`config.mk`:
```
export PLATFORM = sky130hd
export DESIGN_NAME = fpu_result_buffer
export DESIGN_NICKNAME = d
export VERILOG_FILES = /design/src/rtl/fpu_result_buffer.sv
export SDC_FILE = /design/constraint.sdc
export NUM_CORES = 1
export LEC_CHECK = 0
export CAP_MARGIN = 15
export CELL_PAD_IN_SITES_DETAIL_PLACEMENT = 2
export CELL_PAD_IN_SITES_GLOBAL_PLACEMENT = 2
export CORE_ASPECT_RATIO = 0.7
export CORE_MARGIN = 3
export CORE_UTILIZATION = 40
export CTS_CLUSTER_SIZE = 20
export DETAILED_ROUTE_END_ITERATION = 8
export PLACE_DENSITY_LB_ADDON = 0.12
export SLEW_MARGIN = 20
export SYNTH_ARGS = -nofsm -noshare
export SYNTH_HDL_FRONTEND = slang
export SYNTH_SLANG_ARGS = --single-unit
export TNS_END_PERCENT = 1
```
`constraint.sdc`:
```
create_clock -name clk -period 5.2 [get_ports clk]
set_clock_uncertainty 0.2 [all_clocks]
set_input_delay 0.52 -clock clk [delete_from_list [all_inputs] [get_ports clk]]
set_output_delay 0.52 -clock clk [all_outputs]
set_load 0.05 [all_outputs]
```
`src/rtl/fpu_result_buffer.sv`:
```
// Capture FIFO for half-precision FPU results with a valid/ready drain port,
// sticky exception flags and a saturating count of results dropped when full.
module fpu_result_buffer #(
  parameter int unsigned DEPTH = 8,
  parameter int unsigned DW    = 16
) (
  input  logic                     clk,
  input  logic                     reset,
  input  logic                     in_valid,
  input  logic [DW-1:0]            result,
  input  logic                     overflow,
  input  logic                     underflow,
  input  logic                     inexact,
  input  logic                     out_ready,
  input  logic                     clear_sticky,
  output logic                     out_valid,
  output logic [DW+2:0]            out_data,
  output logic [$clog2(DEPTH):0]   count,
  output logic                     full,
  output logic                     empty,
  output logic                     drop,
  output logic [7:0]               drop_count,
  output logic                     sticky_ovf,
  output logic                     sticky_unf,
  output logic                     sticky_inx
);

  localparam int unsigned PW = $clog2(DEPTH);
  localparam int unsigned EW = DW + 3;

  logic [EW-1:0] mem_q [DEPTH];
  logic [EW-1:0] mem_d [DEPTH];
  logic [PW-1:0] wr_ptr_q, wr_ptr_d;
  logic [PW-1:0] rd_ptr_q, rd_ptr_d;
  logic [PW:0]   count_q, count_d;
  logic [7:0]    drop_count_q, drop_count_d;
  logic          sticky_ovf_q, sticky_ovf_d;
  logic          sticky_unf_q, sticky_unf_d;
  logic          sticky_inx_q, sticky_inx_d;

  logic push;
  logic pop;

  always_comb begin
    empty     = (count_q == '0);
    full      = (count_q == (PW + 1)'(DEPTH));
    out_valid = !empty;
    out_data  = empty ? '0 : mem_q[rd_ptr_q];
    count     = count_q;
    // Reset wins over any handshake, so nothing is reported as dropped then.
    pop       = !reset && out_valid && out_ready;
    push      = !reset && in_valid && (!full || pop);
    drop      = !reset && in_valid && full && !pop;
  end

  always_comb begin
    mem_d = mem_q;
    if (push) begin
      mem_d[wr_ptr_q] = {result, overflow, underflow, inexact};
    end
  end

  always_comb begin
    wr_ptr_d = push ? wr_ptr_q + PW'(1) : wr_ptr_q;
    rd_ptr_d = pop  ? rd_ptr_q + PW'(1) : rd_ptr_q;
    count_d  = count_q;
    unique case ({push, pop})
      2'b10:   count_d = count_q + (PW + 1)'(1);
      2'b01:   count_d = count_q - (PW + 1)'(1);
      default: count_d = count_q;
    endcase
  end

  always_comb begin
    drop_count_d = drop_count_q;
    if (drop && (drop_count_q != 8'hFF)) begin
      drop_count_d = drop_count_q + 8'd1;
    end
  end

  // A flag raised in the same cycle as a clear survives the clear.
  always_comb begin
    sticky_ovf_d = (clear_sticky ? 1'b0 : sticky_ovf_q) | (in_valid & overflow);
    sticky_unf_d = (clear_sticky ? 1'b0 : sticky_unf_q) | (in_valid & underflow);
    sticky_inx_d = (clear_sticky ? 1'b0 : sticky_inx_q) | (in_valid & inexact);
  end

  always_ff @(posedge clk) begin
    mem_q <= mem_d;
  end

  always_ff @(posedge clk) begin
    if (reset) begin
      wr_ptr_q     <= '0;
      rd_ptr_q     <= '0;
      count_q      <= '0;
      drop_count_q <= '0;
      sticky_ovf_q <= 1'b0;
      sticky_unf_q <= 1'b0;
      sticky_inx_q <= 1'b0;
    end else begin
      wr_ptr_q     <= wr_ptr_d;
      rd_ptr_q     <= rd_ptr_d;
      count_q      <= count_d;
      drop_count_q <= drop_count_d;
      sticky_ovf_q <= sticky_ovf_d;
      sticky_unf_q <= sticky_unf_d;
      sticky_inx_q <= sticky_inx_d;
    end
  end

  assign drop_count = drop_count_q;
  assign sticky_ovf = sticky_ovf_q;
  assign sticky_unf = sticky_unf_q;
  assign sticky_inx = sticky_inx_q;

endmodule

```
==> run metrics <==
Max rail drop VDD=0.260 mV; placed insts=651; Setup-failing EPs final=0; fmax=259 MHz; DRC Markers=0; Critical Path, Cell by Cell=buf_12 > mux4_2 > mux2i_1 > nor2_1 > clkdlybuf4s50_1; reg2reg end=count[2]$_SDFFE_PP0P_; largest cells by area after synthesis=edfxtp_1, mux4_2, dfxtp_1; Clk pin slew, worst setup/hold paths=approximately 0.070 ns; status=finished clean; Total Die Area=0.0187 mm^2; Net Count, Synth=400; EDFF count, synth=152; FF-to-FF path depth=10; layout cells sized above 1=20.8%; post-synthesis cell type count=42; fillers=1467; R2R Path Start=count[1]$_SDFFE_PP0P_; Cell Area, Synth=0.00684 mm^2; number of gates resized after CTS=0; simple-gate share of the synthesized area=5.36%; Synth Area in Adders=1.10%; Pins Over Slew Limit=0; clock buffer depth=2; Critical-path top delay cell=dfxtp_2; Critical Path RT=4.48 ns; Root Driver=clkbuf_16; DR pass1 iterations=4; largest net degree at the start of global routing=25; Total GRT Usage=a little under 20%; commonest non-fill, non-tap cell in the layout=edfxtp_1; most frequent cells in the layout=edfxtp_1, clkdlybuf4s50_1, mux4_2, nor2_1, mux2i_1; antenna viol nets, final=0; final setup TNS=0 ns; slowest stage delay, CP=0.82 ns; DR WL/cell=25.1 um; final wirelength=17100 um; RSZ-0062 raised after global routing=no; grt total ovfl=0; post-route minimum period=roughly 3.9 ns; CTS tree=built; CP Class=flip-flop to output port; main combinational cell family by area after synthesis=multiplexers; ys async rst share=0%; # IOs=between 60 and 70; core footprint=0.0165 mm^2; Post-Synth XOR/XNOR Area=less than 1%; Leak=between 0.002 and 0.003 uW; detailed placer's ending HPWL=10700 um; Rows=39; mux cell area share after synthesis=15.4%; Final #Nets=~480; Worst Hold End=drop_count[5]$_SDFFE_PP0P_; Mapped Cells=370; worst hold path cell count=2; die height=~120 um; Worst-Margin Slew=0.992 ns; setup bufs post-CTS=0; DR iter-0 viols=253; CTS Buf Count=17; Hold Vio Cnt, Final=0; Skew-Pair Late Insertion Delay=roughly 0.42 ns; max-cap violations=0; die width=162 um; GPL Wtd Cong=roughly 0.72; routed vias=3733; initial antenna violation count=0; critical path arrival=3.13 ns; hold buffer count at CTS=0; relative slew slack=about a third; reg-to-reg slack, setup=1.97 ns; CP startpoint kind=flip-flop; top_reg_cell synth=edfxtp_1; vias in the first global route=4165; PD cells=390 mW/mm^2; Yosys reg bits=173; Worst Setup End Kind=output port; Clock Sinks=173; Synth Area in Compound Gates=2.76%; mean post-synth cell area=18.5 um^2; Worst Hold Class=flip-flop to flip-flop; Synth Warn #=0; Vias/cell=5.47; global-route wire length before repair=26400 um; IO Port Bufs=61; critical-path maximum fanout=22; H-tree depth=4; fin crit share=74.1%; # diodes=0; Synth-to-Final Area Change=22.9%; sequential area share after synthesis=72.9%; post-synth top area cell=edfxtp_1; top cell type's share of synthesized area=66.8%; Hold Path Origin=drop_count[5]$_SDFFE_PP0P_; starting density of the core=41.3%; final non-filler cell total=682
## worst max-delay path: cells and delay by family (launching register included)
| family | cells | cell delay [ns] |
|---|---|---|
| muxes | 2 | 0.78 |
| buffers and inverters | 2 | 1.02 |
| and+or+nand+nor | 1 | 0.07 |
| DFF | 1 | 0.82 |
## registers in the layout, summed over array words and instances (netlist names)
signal      count
drop_count      8
sticky_unf      1
sticky_ovf      1
rd_ptr_q        3
wr_ptr_q        3
mem_q         152
sticky_inx      1
count           4
## final cells by class
cell class / instances / area [um^2] / share of cell area [%]
clock buffers: 18 / 429 / 5.11
well taps: 225 / 282 / 3.35
clock inverters: 13 / 163 / 1.94
flip-flops and latches: 173 / 4990 / 59.3
multi-input cells: 172 / 1790 / 21.3
inverters: 8 / 30.0 / 0.357
repair buffers: 73 / 726 / 8.63
## per-layer routing
layer / vias to the layer above / global-route usage [%] / share of wire, %
met5: - / 0 / 0
met4: 0 / 5.23 / 0.96
met3: 14 / 4.07 / 4.0
met2: 85 / 31.8 / 49
met1: 1998 / 26.8 / 46
li1: 1636 / - / -
## cells in the mapped netlist, drive strengths merged (2+ instances only)
cell type,n
xor2,4
mux2i,20
nand3,5
buf,9
nand2b,2
a21oi,6
nor4bb,2
edfxtp,152
nor3b,2
ha,6
nor4,2
inv,8
nor2b,2
mux4,38
o41ai,4
or3,2
o21ai,8
o311ai,3
clkbuf,8
xnor2,3
nand2,8
nor3,6
dfxtp,21
a22oi,3
nor2,34
## per-stage QoR
stage / hold slack, ns / cell area [um^2] / setup WS (ns) / power, uW / utilization (%)
after detailed placement: 0.312 / 7810 / 1.17 / 2020 / 47.2
after global routing: 0.371 / 8400 / 1.12 / 3390 / 50.8
after floorplan: 0.316 / 6840 / 1.60 / 1850 / -
after CTS: 0.336 / 8400 / 1.24 / 3310 / 50.8
final: 0.330 / 8400 / 1.35 / 3280 / 50.8
after global placement: 0.297 / 7810 / 1.43 / 2010 / 47.2
## how the worst max path moves through the flow
stage / start / end / depth (start not counted)
final: rd_ptr_q[0]$_SDFFE_PP0P_ / out_data[0] / 5
after detailed placement: reset / mem_q[59]$_DFFE_PP_ / 6
after floorplan: count[0]$_SDFFE_PP0P_ / mem_q[133]$_DFFE_PP_ / 3
after CTS: rd_ptr_q[0]$_SDFFE_PP0P_ / out_data[0] / 5
after global placement: reset / mem_q[60]$_DFFE_PP_ / 6
after global routing: rd_ptr_q[0]$_SDFFE_PP0P_ / out_data[0] / 5
## power breakdown
part	internal (uW)	switching [uW]
clock network	757	534
logic	158	270
registers	1530	26.9
total	2450	831
## cell families after synthesis
group | Yosys count
AO/OA/AOI/OAI | 28
adder cells (fa/ha/maj) | 6
XOR/XNOR | 7
flip-flops | 173
AND/OR/NAND/NOR | 73
buffers and inverters | 25
multiplexers | 58
No activity file was read; power rests on OpenSTA's default activity.
